File: src/rtl/mem_port_b_arbiter_if.sv
// Port-B sharing bus: two requester channels, their response channels and the
// BRAM port-B pins. The "slave" modport is the arbiter's view. The "master"
// modport is the environment: requesters plus the memory.
interface mem_port_b_arbiter_if #(
    parameter int AW = 13
);
    // Requester 0 (CPU load/store unit)
    logic          req0_valid;
    logic          req0_ready;
    logic [AW-1:0] req0_addr;
    logic [31:0]   req0_wdata;
    logic [3:0]    req0_be;
    logic          req0_we;
    logic          rsp0_valid;
    logic [31:0]   rsp0_rdata;

    // Requester 1 (debug/loader master)
    logic          req1_valid;
    logic          req1_ready;
    logic [AW-1:0] req1_addr;
    logic [31:0]   req1_wdata;
    logic [3:0]    req1_be;
    logic          req1_we;
    logic          rsp1_valid;
    logic [31:0]   rsp1_rdata;

    // Memory port B
    logic [AW-1:0] mem_addr;
    logic [31:0]   mem_data_i;
    logic [3:0]    mem_data_en;
    logic          mem_write_en;
    logic [31:0]   mem_data_o;

    modport slave (
        input  req0_valid, req0_addr, req0_wdata, req0_be, req0_we,
        output req0_ready, rsp0_valid, rsp0_rdata,
        input  req1_valid, req1_addr, req1_wdata, req1_be, req1_we,
        output req1_ready, rsp1_valid, rsp1_rdata,
        output mem_addr, mem_data_i, mem_data_en, mem_write_en,
        input  mem_data_o
    );

    modport master (
        output req0_valid, req0_addr, req0_wdata, req0_be, req0_we,
        input  req0_ready, rsp0_valid, rsp0_rdata,
        output req1_valid, req1_addr, req1_wdata, req1_be, req1_we,
        input  req1_ready, rsp1_valid, rsp1_rdata,
        input  mem_addr, mem_data_i, mem_data_en, mem_write_en,
        output mem_data_o
    );
endinterface

File: src/rtl/mem_port_b_arbiter.sv
// Arbiter for the write-capable BRAM port B, shared by requester 0 (CPU LSU)
// and requester 1 (debug/loader). Grants are combinational and exclusive, and
// the response follows exactly one cycle after the grant.
// Build option MEM_ARB_ROUND_ROBIN_EN: if defined, a 1-bit round-robin pointer
// replaces the default fixed-priority-plus-starvation-counter scheme.
module mem_port_b_arbiter #(
    parameter int MEM_SIZE     = 8192,
    parameter int STARVE_LIMIT = 4
) (
    input  logic                 clk,
    input  logic                 rst,
    mem_port_b_arbiter_if.slave  bus
);
    logic gnt0;
    logic gnt1;

    // Response tag: one access in flight per cycle, answered the next cycle.
    logic rsp_pend_q, rsp_pend_d;
    logic rsp_id_q,   rsp_id_d;

`ifdef MEM_ARB_ROUND_ROBIN_EN
    // Identity of the requester that won the most recent grant.
    logic last_gnt_q, last_gnt_d;

    // Exclusive grant; on contention the requester that did not win last time
    // wins. Grants are suppressed while reset is held.
    always_comb begin
        gnt0 = 1'b0;
        gnt1 = 1'b0;
        if (!rst) begin
            gnt1 = bus.req1_valid && (!bus.req0_valid || !last_gnt_q);
            gnt0 = bus.req0_valid && !gnt1;
        end
    end

    // Remember the winner whenever any grant is issued.
    always_comb begin
        last_gnt_d = last_gnt_q;
        if (gnt0 || gnt1) begin
            last_gnt_d = gnt1;
        end
    end

    // Round-robin pointer starts at 1, so requester 0 wins the first contention.
    always_ff @(posedge clk or posedge rst) begin
        if (rst) begin
            last_gnt_q <= 1'b1;
        end else begin
            last_gnt_q <= last_gnt_d;
        end
    end
`else
    localparam int              CW    = $clog2(STARVE_LIMIT + 1);
    localparam logic [CW-1:0]   LIMIT = CW'(STARVE_LIMIT);

    // Consecutive cycles requester 1 has waited without being granted.
    logic [CW-1:0] starve_cnt_q, starve_cnt_d;

    // Exclusive grant; requester 0 has priority unless requester 1 has waited
    // STARVE_LIMIT cycles. Grants are suppressed while reset is held.
    always_comb begin
        gnt0 = 1'b0;
        gnt1 = 1'b0;
        if (!rst) begin
            gnt1 = bus.req1_valid && (!bus.req0_valid || starve_cnt_q == LIMIT);
            gnt0 = bus.req0_valid && !gnt1;
        end
    end

    // Count requester 1 waiting cycles, saturating at the limit.
    always_comb begin
        starve_cnt_d = starve_cnt_q;
        if (!bus.req1_valid || gnt1) begin
            starve_cnt_d = '0;
        end else if (starve_cnt_q != LIMIT) begin
            starve_cnt_d = starve_cnt_q + CW'(1);
        end
    end

    // Starvation counter register.
    always_ff @(posedge clk or posedge rst) begin
        if (rst) begin
            starve_cnt_q <= '0;
        end else begin
            starve_cnt_q <= starve_cnt_d;
        end
    end
`endif

    assign bus.req0_ready = gnt0;
    assign bus.req1_ready = gnt1;

    // Steer the granted requester onto the memory pins; idle drives all zeros
    // so the memory never sees a stray write.
    always_comb begin
        bus.mem_addr     = '0;
        bus.mem_data_i   = '0;
        bus.mem_data_en  = '0;
        bus.mem_write_en = 1'b0;
        if (gnt0) begin
            bus.mem_addr     = bus.req0_addr;
            bus.mem_data_i   = bus.req0_wdata;
            bus.mem_data_en  = bus.req0_be;
            bus.mem_write_en = bus.req0_we;
        end else if (gnt1) begin
            bus.mem_addr     = bus.req1_addr;
            bus.mem_data_i   = bus.req1_wdata;
            bus.mem_data_en  = bus.req1_be;
            bus.mem_write_en = bus.req1_we;
        end
    end

    // Next response tag comes straight from this cycle's grant.
    always_comb begin
        rsp_pend_d = gnt0 || gnt1;
        rsp_id_d   = gnt1;
    end

    // Response tag register; reset discards any access still in flight.
    always_ff @(posedge clk or posedge rst) begin
        if (rst) begin
            rsp_pend_q <= 1'b0;
            rsp_id_q   <= 1'b0;
        end else begin
            rsp_pend_q <= rsp_pend_d;
            rsp_id_q   <= rsp_id_d;
        end
    end

    // The memory registers its read data, so it lines up with the tag.
    assign bus.rsp0_valid = rsp_pend_q && !rsp_id_q;
    assign bus.rsp1_valid = rsp_pend_q &&  rsp_id_q;
    assign bus.rsp0_rdata = bus.mem_data_o;
    assign bus.rsp1_rdata = bus.mem_data_o;

endmodule

File: src/flat_wrapper.sv
// flat-port wrapper written by rule: the top's interface ports become plain ports
module mem_port_b_arbiter_flat 
#(
    parameter int MEM_SIZE     = 8192,
    parameter int STARVE_LIMIT = 4
)
  (clk, rst, bus_req0_valid, bus_req0_addr, bus_req0_wdata, bus_req0_be, bus_req0_we, bus_req0_ready, bus_rsp0_valid, bus_rsp0_rdata, bus_req1_valid, bus_req1_addr, bus_req1_wdata, bus_req1_be, bus_req1_we, bus_req1_ready, bus_rsp1_valid, bus_rsp1_rdata, bus_mem_addr, bus_mem_data_i, bus_mem_data_en, bus_mem_write_en, bus_mem_data_o);
  mem_port_b_arbiter_if #(.AW(($clog2(MEM_SIZE)))) bus_i ();
  input  logic clk;
  input  logic rst;
  input wire logic [$bits(bus_i.req0_valid)-1:0] bus_req0_valid;
  input wire logic [$bits(bus_i.req0_addr)-1:0] bus_req0_addr;
  input wire logic [$bits(bus_i.req0_wdata)-1:0] bus_req0_wdata;
  input wire logic [$bits(bus_i.req0_be)-1:0] bus_req0_be;
  input wire logic [$bits(bus_i.req0_we)-1:0] bus_req0_we;
  output wire logic [$bits(bus_i.req0_ready)-1:0] bus_req0_ready;
  output wire logic [$bits(bus_i.rsp0_valid)-1:0] bus_rsp0_valid;
  output wire logic [$bits(bus_i.rsp0_rdata)-1:0] bus_rsp0_rdata;
  input wire logic [$bits(bus_i.req1_valid)-1:0] bus_req1_valid;
  input wire logic [$bits(bus_i.req1_addr)-1:0] bus_req1_addr;
  input wire logic [$bits(bus_i.req1_wdata)-1:0] bus_req1_wdata;
  input wire logic [$bits(bus_i.req1_be)-1:0] bus_req1_be;
  input wire logic [$bits(bus_i.req1_we)-1:0] bus_req1_we;
  output wire logic [$bits(bus_i.req1_ready)-1:0] bus_req1_ready;
  output wire logic [$bits(bus_i.rsp1_valid)-1:0] bus_rsp1_valid;
  output wire logic [$bits(bus_i.rsp1_rdata)-1:0] bus_rsp1_rdata;
  output wire logic [$bits(bus_i.mem_addr)-1:0] bus_mem_addr;
  output wire logic [$bits(bus_i.mem_data_i)-1:0] bus_mem_data_i;
  output wire logic [$bits(bus_i.mem_data_en)-1:0] bus_mem_data_en;
  output wire logic [$bits(bus_i.mem_write_en)-1:0] bus_mem_write_en;
  input wire logic [$bits(bus_i.mem_data_o)-1:0] bus_mem_data_o;
  assign bus_i.req0_valid = bus_req0_valid;
  assign bus_i.req0_addr = bus_req0_addr;
  assign bus_i.req0_wdata = bus_req0_wdata;
  assign bus_i.req0_be = bus_req0_be;
  assign bus_i.req0_we = bus_req0_we;
  assign bus_req0_ready = bus_i.req0_ready;
  assign bus_rsp0_valid = bus_i.rsp0_valid;
  assign bus_rsp0_rdata = bus_i.rsp0_rdata;
  assign bus_i.req1_valid = bus_req1_valid;
  assign bus_i.req1_addr = bus_req1_addr;
  assign bus_i.req1_wdata = bus_req1_wdata;
  assign bus_i.req1_be = bus_req1_be;
  assign bus_i.req1_we = bus_req1_we;
  assign bus_req1_ready = bus_i.req1_ready;
  assign bus_rsp1_valid = bus_i.rsp1_valid;
  assign bus_rsp1_rdata = bus_i.rsp1_rdata;
  assign bus_mem_addr = bus_i.mem_addr;
  assign bus_mem_data_i = bus_i.mem_data_i;
  assign bus_mem_data_en = bus_i.mem_data_en;
  assign bus_mem_write_en = bus_i.mem_write_en;
  assign bus_i.mem_data_o = bus_mem_data_o;
  mem_port_b_arbiter #(.MEM_SIZE(MEM_SIZE), .STARVE_LIMIT(STARVE_LIMIT)) u_core (.clk(clk), .rst(rst), .bus(bus_i));
endmodule
File: config.mk
export PLATFORM = sky130hd
export DESIGN_NAME = mem_port_b_arbiter_flat
export DESIGN_NICKNAME = d
export VERILOG_FILES = /design/src/rtl/mem_port_b_arbiter_if.sv /design/src/rtl/mem_port_b_arbiter.sv /design/src/flat_wrapper.sv
export SDC_FILE = /design/constraint.sdc
export NUM_CORES = 1
export LEC_CHECK = 0
export ABC_AREA = 1
export BUFFER_PORTS_ARGS = -buffer_cell sky130_fd_sc_hd__buf_2
export CAP_MARGIN = 5
export CORE_AREA = 2 2 98 100
export CTS_CLUSTER_SIZE = 30
export DETAILED_ROUTE_END_ITERATION = 8
export DIE_AREA = 0 0 100 102
export GPL_ROUTABILITY_DRIVEN = 0
export HOLD_SLACK_MARGIN = 0.12
export SLEW_MARGIN = 20
export SYNTH_ARGS = -nofsm -noshare
export SYNTH_HDL_FRONTEND = slang
export SYNTH_SLANG_ARGS = --single-unit
File: constraint.sdc
create_clock -name clk -period 1.9 [get_ports clk]
set_input_delay 0.285 -clock clk [delete_from_list [all_inputs] [get_ports clk]]
set_output_delay 0.285 -clock clk [all_outputs]
set_load 0.03 [all_outputs]
; ---- Word-level counts from Yosys, hierarchy flattened
; Cells that the tools add are included.
; W data, S select, Z words.
[word_totals]
register_bits = 5
output_inout_bits = 118
in_bits = 136
elab_cells = 30
[classes]
n_eq_ne = 2
n_reduce_logical = 12
n_addsub = 1
mux = 12
[op_table]
columns = operator, n
row1 = $mux W32, 2
row2 = $mux W13, 2
row3 = $mux W4, 2
row4 = $mux W3, 2
row5 = $logic_and A1 B1 Y1, 4
row6 = $logic_not A1 Y1, 4
row7 = $mux W1, 4
row8 = $add A3 B1 Y3 const B, 1
row9 = $eq A3 B3 Y1 const B, 1
row10 = $logic_or A1 B1 Y1, 3
row11 = $ne A3 B3 Y1 const B, 1
row12 = $reduce_bool A2 Y1, 1

; ---- Logic depth before layout (Yosys ltp)
; Gate-level depths: netlist of run 1.
[depth]
depth_word = 7
depth_mapped = 8
depth_no_buf = 7

; ---- Worst setup path before layout of run 1
; No wires, ideal clock.
[synth_path]
kind = flip-flop to output port
from = reg u_core.starve_cnt_q[0]
to = out bus_req0_ready
t_required_ns = 1.615
t_arrival_ns = 1.339
path_buffers = 0
slack_ns = 0.276
stages_incl_launch_ff = 8
path_cell_list = dfrtp_1 -> inv_1 -> ha_1 -> nand2_2 -> nand2_4 -> nand2_2 -> nand2_1 -> nor2_1
[synth_between]
elab_chain_len = 6
[synth_rtl]
columns = item, line_no
row1 = start: declaration, mem_port_b_arbiter.sv:57  ; logic [CW-1:0] starve_cnt_q, starve_cnt_d;
row2 = start signal: assignment, mem_port_b_arbiter.sv:85  ; starve_cnt_q <= starve_cnt_d;
row3 = $eq A3 B3 Y1, mem_port_b_arbiter.sv:65  ; gnt1 = bus.req1_valid && (!bus.req0_valid || starve_cnt_q == LIMIT);
row4 = $logic_or A1 B1 Y1, mem_port_b_arbiter.sv:65
row5 = $logic_and A1 B1 Y1, mem_port_b_arbiter.sv:65
row6 = $logic_not A1 Y1, mem_port_b_arbiter.sv:66  ; gnt0 = bus.req0_valid && !gnt1;
row7 = $logic_and A1 B1 Y1, mem_port_b_arbiter.sv:66
row8 = $mux W1, mem_port_b_arbiter.sv:64  ; if (!rst) begin
row9 = end: declaration, flat_wrapper.sv:16  ; output wire logic [$bits(bus_i.req0_ready)-1:0] bus_req0_ready;
; No other way between the ends.

; ---- Worst setup path in the final report of run 1
; Same ends and word-level chain as after synthesis.

==> results.ini, run 1 <==
[die]
core_area_sq_mm = 0.00911
fp.dieH_microns = 102
dieArea_sq_mm = 0.0102
start_util_pct = 18.4
row_count = 35
dieWidth_microns = 100
ioPinCount = 254

[global_route]
grt_pass1_wl_microns = 9950
grt_max_degree = 38
grt_usage_pct = 12.5
grt_pass1_vias = 2034
antenna_found_initial = 0
overflow = 0

[sta]
slew_viol_final = 0
finalCritPeriodShare_pct = 100
setup_viol = 3
final-hold-violation-count = 0
tightest_slew_ps = 429
finClkSkew_ps = 0.728
slew_headroom_pct = 71.4
grt_setup_unrepaired = true
max_freq_mhz = 524
holdWs_ps = 159
fin_ws_ps = -6.86
period_needed_ps = 1910

[synth]
synth.most_common_cell = buf_4
ys_ff_latch = 5
yosys.area.top_type_share_pct = 32.7
synth_common_cells = buf_4, nand2_1, nand3_1
yosys_warnings = 0
syn-cell-area_sq_mm = 0.00167
ys_seq_area_share_pct = 7.47
synth_area_leaders = buf_4, nand4_1, nand3_1
synth_cell_type_count = 18
syn_inst = 277
ys_dominant_reg_cell = dfrtp_1
syn_avg_cell_area_sq_um = 6.04
async_reset_ff_share_pct = 100
synth_top_area_cell = buf_4
synth-edff-count = 0
syn_nets = 415

[critical_path]
cp-end-kind = primary output
criticalPathCategory = reg -> out
ff2ff_path_depth = 8
cp_max_fo = 8
crit_arrival_ps = 1620
worstPathRequired_ps = 1620
cp-start-kind = register

[final_layout]
antenna_cells = 0
fin_util_pct = 34.4
drive_above_1_share_pct = 68.4
nets = 512
design_area_sq_mm = 0.00313
area_delta_synth_final_pct = 87.1

[placed_design]
pre_cts_slack_ps = 132
dpl-instance-area_sq_mm = 0.00211
hpwlAfterDp_microns = 4630
io_buffers = 157

[clock_network]
cts-buffers-inserted = 3
cts_hold_buf = 0
worstSkewPairLatency_ps = 220
clockBufferDepth = 2
cts.sinks = 5
cts_tree = built
cts.htree.levels = 1
path_clk_slew_ps = 30
root_buffer = clkbuf_8

[pwr]
total_power_mw = 1.26
peakVddDrop_mv = 0.181
leakagePower_nw = 1.59
pwr_density_cell_mw_per_mm2 = 401

[routing]
finalWirelength_microns = 8360
num_vias = 2350
antenna_left = 0
post_drt_wl_per_cell_microns = 17.3
drc = 0
dr.pass1.iters = 4
viasPerCell = 4.86
dr.first_iter.drc_count = 70

[outcome]
status = finished, violations left
violations = negative setup slack

[job]
cap_viol_max_count = 0

[hold_path]
hp-class = in -> async

[cells by family after synthesis]
kind of cell / Yosys count / share of synthesized area [%]
simple gates: 168 / 50.1
buf+inv: 99 / 39.8
flops: 5 / 7.47
compound gates: 2 / 0.597
fa+ha+maj: 2 / 1.49
xor+xnor: 1 / 0.523
[repair_timing]
action | 4_1_cts | 5_1_grt
resized for setup | 81 | 110
gates cloned | 4 | 6
setup endpoints to repair | 52 | 52
buffers inserted | 3 | 3
pin swaps | 9 | 43
[cell type report]
| cell class | count | area [sq um] |
|---|---|---|
| Clock buffer | 4 | 45.0 |
| Sequential cell | 5 | 125 |
| Inverter | 9 | 33.8 |
| Timing Repair Buffer | 182 | 1550 |
| Fill cell | 937 | 5980 |
| Multi-Input combinational cell | 173 | 1240 |
| Tap cell | 111 | 139 |
[state kept, by name, summed over array words and instances (netlist names)]
name / cells
u_core.starve_cnt_q: 3
u_core.rsp_pend_q: 1
u_core.rsp_id_q: 1
[metrics by stage]
step,TNS [ps],cells
finish,-12.2,484
detailed placement,0,464
floorplan,0,277
global route,-2050,484
CTS,-46.9,475
global placement,0,464
[critical path, stage by stage, from the launching register on]
cell and delay (ps):
dfrtp_1 360, inv_2 70, ha_4 160, nand2_4 90, nand2_8 80, nand2_8 140, clkbuf_16 180, nand2_1 50
nor2_1 90, buf_4 170
[final timing paths]
| check | start | endpoint | slack (ps) |
|---|---|---|---|
| worst min-delay path | rst | u_core.starve_cnt_q[1]$_DFFE_PP0P_ | 160 |
| max in group asynchronous | rst | u_core.rsp_pend_q$_DFF_PP0_ | 1560 |
| worst min register to register | u_core.starve_cnt_q[1]$_DFFE_PP0P_ | u_core.starve_cnt_q[1]$_DFFE_PP0P_ | 680 |
| min in group clk | rst | u_core.rsp_pend_q$_DFF_PP0_ | 310 |
| worst max register to register | u_core.starve_cnt_q[0]$_DFFE_PP0P_ | u_core.starve_cnt_q[0]$_DFFE_PP0P_ | 490 |
| worst max-delay path | u_core.starve_cnt_q[0]$_DFFE_PP0P_ | bus_req0_ready | -7 |
[layout by cell type, fill, tap and decap left out]
| master | netlist | layout |
|---|---|---|
| buf_2 | 10 | 105 |
| buf_6 | 1 | 52 |
| nand4_1 | 50 | 50 |
| nand2_1 | 56 | 29 |
| nand2_2 | 2 | 27 |
| nand3_2 | 0 | 24 |
| nand3_1 | 51 | 17 |
| nand3_4 | 0 | 10 |
| buf_4 | 73 | 9 |
| nor2_1 | 7 | 7 |
| buf_12 | 0 | 7 |
| inv_1 | 8 | 5 |
| clkbuf_16 | 0 | 5 |
| dfrtp_1 | 5 | 5 |
| inv_2 | 1 | 4 |
| buf_16 | 0 | 4 |
| clkbuf_8 | 0 | 3 |
| nand2_8 | 0 | 2 |
| nand2_4 | 1 | 1 |
| xor2_1 | 1 | 1 |
| nor2_4 | 1 | 1 |
| a21oi_1 | 1 | 1 |
| o21ai_0 | 1 | 1 |
| ha_4 | 0 | 1 |
| ha_1 | 2 | 1 |
| clkbuf_1 | 6 | 1 |
[where the power goes]
| group | leakage [nW] | switching, mW | internal [mW] |
|---|---|---|---|
| Combinational | 1.50 | 0.510 | 0.428 |
| Clock | 0.0228 | 0.0476 | 0.144 |
| Sequential | 0.0657 | 0.00886 | 0.119 |
| Total | 1.59 | 0.567 | 0.690 |
[per-layer routing]
layer,up-vias,part of all wire (%),global-route usage [%]
met5,-,0,0
met4,0,3.2,4.43
met3,38,8.5,2.05
met2,138,52,25.4
met1,1076,36,12.7
li1,1098,-,-
Power figures use the tool's default switching activity.
==> run 2, diff against run 1 <==
==> constraint.sdc (replaced) <==
create_clock -name clk -period 1.9 [get_ports clk]
set_input_delay 0.285 -clock clk [delete_from_list [all_inputs] [get_ports clk]]
set_output_delay 0.285 -clock clk [all_outputs]
set_load 0.05 [all_outputs]
==> run 2 against run 1 <==
Net effect: the run now ends clean; sequential power barely moved; critical path depth is 1 lower; core utilization decreased by 4.6 points; routed wire length down 19%; setup slack improved by 30 ps; first-iteration DRC count decreased by 33%; total power down 2.4%; via count fell by 4.7%.
==> results.ini, run 2 (same netlist as run 1, synthesis figures left out) <==
[outcome]
status = complete, no violations  ; was finished, violations left

[die]
core_area_sq_mm = 0.00911  ; unchanged
ioPinCount = 254  ; unchanged
row_count = 35  ; unchanged
dieArea_sq_mm = 0.0102  ; unchanged
fp.dieH_microns = 102  ; unchanged
dieWidth_microns = 100  ; unchanged
start_util_pct = 18.4  ; unchanged

[sta]
max_freq_mhz = 533  ; was 524 MHz
setup_viol = 0  ; was 3
slew_viol_final = 0  ; unchanged
slew_headroom_pct = 80.5  ; was 71.4%
grt_setup_unrepaired = true  ; unchanged
final-hold-violation-count = 0  ; unchanged
tightest_slew_ps = 292  ; was 429 ps
period_needed_ps = 1880  ; was 1910 ps
tns_ps = 0  ; was -12.2 ps
fin_ws_ps = 22.7  ; was -6.86 ps
holdWs_ps = 164  ; was 159 ps
finClkSkew_ps = 1.98  ; was 0.728 ps
finalCritPeriodShare_pct = 98.8  ; was 100%

[global_route]
antenna_found_initial = 0  ; unchanged
grt_max_degree = 38  ; unchanged
grt_pass1_wl_microns = 9520  ; was 9950 microns
overflow = 0  ; unchanged
grt_usage_pct = 11.5  ; was 12.5%
grt_pass1_vias = 2080  ; was 2034

[clock_network]
root_buffer = clkbuf_8  ; unchanged
worstSkewPairLatency_ps = 220  ; about the same
clockBufferDepth = 2  ; unchanged
cts.sinks = 5  ; unchanged
cts.htree.levels = 1  ; unchanged
cts-buffers-inserted = 3  ; unchanged
cts_tree = built  ; unchanged
path_clk_slew_ps = 30  ; about the same

[final_layout]
biggestRegsByFlops = u_core.starve_cnt_q x3, u_core.rsp_id_q x1, u_core.rsp_pend_q x1  ; unchanged
antenna_cells = 0  ; unchanged
largest-register = u_core.starve_cnt_q  ; unchanged
area_delta_synth_final_pct = 62.3  ; was 87.1%
layout_common_cells = buf_2, nand2_1, buf_6, nand4_1, nand3_1  ; was buf_2, buf_6, nand4_1, nand2_1, nand2_2
fill_cells = 989  ; was 937
nets = 507  ; was 512
final_common_cell = buf_2  ; unchanged
largest_reg_flops = 3  ; unchanged
drive_above_1_share_pct = 56.5  ; was 68.4%

[routing]
num_vias = 2239  ; was 2350
antenna_left = 0  ; unchanged
post_drt_wl_per_cell_microns = 14.2  ; was 17.3 microns
drc = 0  ; unchanged
dr.first_iter.drc_count = 47  ; was 70
dr.pass1.iters = 4  ; unchanged
finalWirelength_microns = 6810  ; was 8360 microns
viasPerCell = 4.67  ; was 4.86

[pwr]
total_power_mw = 1.23  ; was 1.26 mW
leakagePower_nw = 1.49  ; was 1.59 nW
peakVddDrop_mv = 0.236  ; was 0.181 mV
pwr_density_cell_mw_per_mm2 = 452  ; was 401 mW/mm^2

[critical_path]
cp_max_fo = 13  ; was 8
crit_arrival_ps = 1590  ; was 1620 ps
criticalPathCategory = reg -> out  ; unchanged
worstPathRequired_ps = 1620  ; about the same
regToRegSetupSlack_ps = 550  ; was 490 ps
cp-start-kind = register  ; unchanged
cp-end-kind = primary output  ; unchanged

[placed_design]
hpwlAfterDp_microns = 4710  ; was 4630 microns
pre_cts_slack_ps = 74.8  ; was 132 ps
io_buffers = 157  ; unchanged

[hold_path]
hp-class = in -> async  ; unchanged

[job]
cap_viol_max_count = 0  ; unchanged

[run 2: cell count changes in the layout (fill, tap and decap cells not counted), moves of 4 or more]
cell	delta
buf_16	-4
clkbuf_16	-4
nand3_1	+20
nand3_2	-11
buf_4	+4
nand2_2	-22
nand3_4	-9
nand2_1	+22
[run 2: power by group]
group | leakage [nW] | internal [mW] | total, mW | switching [mW]
clock network | 0.0228 | 0.144 | 0.192 | 0.0487
registers | 0.0657 | 0.119 | 0.127 | 0.00850
logic | 1.40 | 0.357 | 0.908 | 0.551
total | 1.49 | 0.619 | 1.23 | 0.608
[run 2: what timing repair did]
action,in CTS,in global routing
gates cloned,1,1
endpoints found under the hold margin,0,0
setup endpoints to repair,52,52
setup buffers,6,2
gates resized for setup,115,20
pin swaps,5,4
hold buffers,0,0
[run 2: layer usage]
layer | track usage, % | up-vias | part of all wire [%]
met4 | 5.06 | 0 | 3.3
li1 | - | 1069 | -
met2 | 22.8 | 120 | 52
met1 | 11.5 | 1020 | 36
met5 | 0 | - | 0
met3 | 2.60 | 30 | 9.4
[run 2: worst max-delay path, stage by stage (launching register included)]
cell and delay [ps]:
dfrtp_1 370, inv_2 90, ha_4 150, nand2_4 70
nand2_8 90, buf_4 200, nand4_1 130, nand2_1 110
buf_6 160
[run 2: final timing paths]
path                                                    start                                 end  depth (start not counted)
max reg2reg                u_core.starve_cnt_q[1]$_DFFE_PP0P_  u_core.starve_cnt_q[0]$_DFFE_PP0P_                          8
min in group clk                                          rst         u_core.rsp_pend_q$_DFF_PP0_                          2
max in group asynchronous                                 rst         u_core.rsp_pend_q$_DFF_PP0_                          3
min reg2reg                u_core.starve_cnt_q[2]$_DFFE_PP0P_  u_core.starve_cnt_q[2]$_DFFE_PP0P_                          3
min                                                       rst  u_core.starve_cnt_q[2]$_DFFE_PP0P_                          3
max                        u_core.starve_cnt_q[1]$_DFFE_PP0P_                  bus_mem_data_i[28]                          8
[run 2: through the flow]
step                area, sq um  cells  utilization (%)
CTS                        2650    478             29.1
global route               2720    479             29.8
floorplan                  1670    277                -
global placement           2120    467             23.3
finish                     2720    479             29.8
detailed placement         2120    467             23.3
[run 2: cell type report]
class	count	area [sq um]	area share (%)
Multi-Input combinational cell	173	1020	37.4
Tap cell	111	139	5.11
Sequential cell	5	125	4.61
Timing Repair Buffer	177	1360	50.0
Clock buffer	4	45.0	1.66
Inverter	9	33.8	1.24
==> run 3, diff against run 2 <==
Settings changed: ABC_CLOCK_PERIOD_IN_PS set to 1900, PLACE_DENSITY set to 0.54.
==> run 3 against run 2 <==
Net effect: global-route usage increased by 0.93 points; routed wire length up 11%; critical path type unchanged; the run now ends with negative setup slack left; largest cell class unchanged; total power is 8.2% higher; core utilization increased by 3.1 points.
==> results.ini, run 3 (same netlist as run 1, synthesis figures left out) <==
[outcome]
status = finished, violations left  ; was complete, no violations
violations = negative setup slack

[global_route]
grt_pass1_vias = 2101  ; was 2080
overflow = 0  ; unchanged
grt_pass1_wl_microns = 10300  ; was 9520 microns
grt_max_degree = 31  ; was 38
grt_usage_pct = 12.5  ; was 11.5%
antenna_found_initial = 0  ; unchanged

[die]
core_area_sq_mm = 0.00911  ; unchanged
fp.dieH_microns = 102  ; unchanged
row_count = 35  ; unchanged
dieArea_sq_mm = 0.0102  ; unchanged
dieWidth_microns = 100  ; unchanged
start_util_pct = 18.4  ; unchanged
ioPinCount = 254  ; unchanged

[final_layout]
largest-register = u_core.starve_cnt_q  ; unchanged
biggestRegsByFlops = u_core.starve_cnt_q x3, u_core.rsp_id_q x1, u_core.rsp_pend_q x1  ; unchanged
final_common_cell = buf_2  ; unchanged
largest_reg_flops = 3  ; unchanged
regArea_sq_um = 125  ; unchanged
layout_common_cells = buf_2, nand4_1, nand2_1, buf_6, nand3_1  ; was buf_2, nand2_1, buf_6, nand4_1, nand3_1
fill_cells = 949  ; was 989
drive_above_1_share_pct = 62.5  ; was 56.5%
nets = 512  ; was 507
area_delta_synth_final_pct = 79.3  ; was 62.3%
multi_input_area_sq_mm = 0.00110  ; was 0.00102 sq mm
antenna_cells = 0  ; unchanged
design_area_sq_mm = 0.00300  ; was 0.00272 sq mm

[sta]
tightest_slew_ps = 333  ; was 292 ps
period_needed_ps = 1910  ; was 1880 ps
slew_headroom_pct = 77.8  ; was 80.5%
finalCritPeriodShare_pct = 101  ; was 98.8%
max_freq_mhz = 522  ; was 533 MHz
final-hold-violation-count = 0  ; unchanged
finClkSkew_ps = 2.57  ; was 1.98 ps
fin_ws_ps = -14.0  ; was 22.7 ps
setup_viol = 11  ; was 0
tns_ps = -53.7  ; was 0 ps
slew_viol_final = 0  ; unchanged
grt_setup_unrepaired = true  ; unchanged

[placed_design]
dpl-instance-area_sq_mm = 0.00213  ; was 0.00212 sq mm
hpwlAfterDp_microns = 4560  ; was 4710 microns
io_buffers = 157  ; unchanged

[critical_path]
path_cells = inv_2, ha_4, nand2_4, nand2_8, nand2_8, buf_12, nand3_1, nand2_1, buf_6  ; was inv_2, ha_4, nand2_4, nand2_8, buf_4, nand4_1, nand2_1, buf_6
ff2ff_path_depth = 8  ; unchanged
worstPathRequired_ps = 1620  ; about the same
critical_path.top_delay_family = simple AND/OR/NAND/NOR gates  ; was buffers and inverters
crit_arrival_ps = 1630  ; was 1590 ps
cp_max_fo = 15  ; was 13
criticalPathCategory = reg -> out  ; unchanged
crit_top_cell = nand2_8
cp_slowest_cell = dfrtp_1  ; unchanged
cp-end-kind = primary output  ; unchanged
path_depth = 9  ; was 8
cp-start-kind = register  ; unchanged
critPathBufInv = 3  ; unchanged
slowest_delay_ps = 350  ; was 370 ps

[clock_network]
root_buffer = clkbuf_8  ; unchanged
worstSkewPairLatency_ps = 220  ; about the same
clockBufferDepth = 2  ; unchanged
cts.htree.levels = 1  ; unchanged
cts-buffers-inserted = 3  ; unchanged
path_clk_slew_ps = 40  ; was 30 ps
cts_tree = built  ; unchanged
cts.sinks = 5  ; unchanged

[pwr]
leakagePower_nw = 1.58  ; was 1.49 nW
pwr_density_cell_mw_per_mm2 = 442  ; was 452 mW/mm^2
peakVddDrop_mv = 0.203  ; was 0.236 mV

[routing]
finalWirelength_microns = 7530  ; was 6810 microns
antenna_left = 0  ; unchanged
num_vias = 2281  ; was 2239
dr.first_iter.drc_count = 51  ; was 47
dr.pass1.iters = 4  ; unchanged
post_drt_wl_per_cell_microns = 15.6  ; was 14.2 microns
viasPerCell = 4.71  ; was 4.67
drc = 0  ; unchanged

[hold_path]
hp-class = in -> async  ; unchanged

[job]
cap_viol_max_count = 0  ; unchanged

==> run 3: changes by cell type in the layout (fill, tap and decap cells not counted), sizes merged <==
cell	change
buf	+2
dlygate4sd3	+1
clkbuf	+2
==> run 3: power breakdown <==
part           internal [mW]  switching (mW)
registers              0.118         0.00858
logic                  0.418           0.585
clock network          0.144          0.0538
total                  0.681           0.647
==> run 3: area by class of cell <==
type	count	share of cell area, %
flip-flops and latches	5	4.17
multi-input cells	173	36.5
well taps	111	4.63
clock buffers	4	1.50
repair buffers	182	52.1
inverters	9	1.13
==> run 3: per-stage QoR <==
stage               util (%)  power (mW)  std cells  setup slack, ps  hold WS, ps
floorplan                  -       0.964        277             32.1          222
global placement        23.4       0.839        465             92.0          234
detailed placement      23.4       0.846        465             56.8          236
global route            33.0        1.41        484             -105          210
finish                  33.0        1.33        484            -14.0          183
CTS                     30.9        1.29        485            -51.0          162
==> run 3: what timing repair did <==
item	CTS	global route
setup buffers	10	1
cloned	5	3
endpoints found under the setup margin	52	52
pin swaps	16	30
endpoints found under the hold margin	3	0
hold buffers	1	0
resized for setup	116	65
==> run 3: worst paths after layout <==
check | end | from | slack (ps)
min in group clk | u_core.rsp_pend_q$_DFF_PP0_ | rst | 330
hold reg to reg | u_core.starve_cnt_q[2]$_DFFE_PP0P_ | u_core.starve_cnt_q[2]$_DFFE_PP0P_ | 670
max in group asynchronous | u_core.starve_cnt_q[1]$_DFFE_PP0P_ | rst | 1130
setup / recovery | bus_mem_data_i[15] | u_core.starve_cnt_q[0]$_DFFE_PP0P_ | -10
hold / removal | u_core.rsp_pend_q$_DFF_PP0_ | rst | 180
setup reg to reg | u_core.starve_cnt_q[1]$_DFFE_PP0P_ | u_core.starve_cnt_q[1]$_DFFE_PP0P_ | 600
==> run 3: layer usage <==
| layer | vias up | wire length [microns] | GRT usage (%) |
|---|---|---|---|
| met5 | - | 0 | 0 |
| met4 | 0 | 80 | 2.95 |
| met3 | 12 | 576 | 2.39 |
| met2 | 140 | 4060 | 24.1 |
| met1 | 1046 | 2820 | 14.1 |
| li1 | 1083 | - | - |
==> run 3: worst reg2reg max path, delay by kind of cell (launching register included) <==
kind | cells | cell delay (ps)
buf+inv | 2 | 240
simple gates | 5 | 440
fa+ha+maj | 1 | 140
flops | 1 | 380
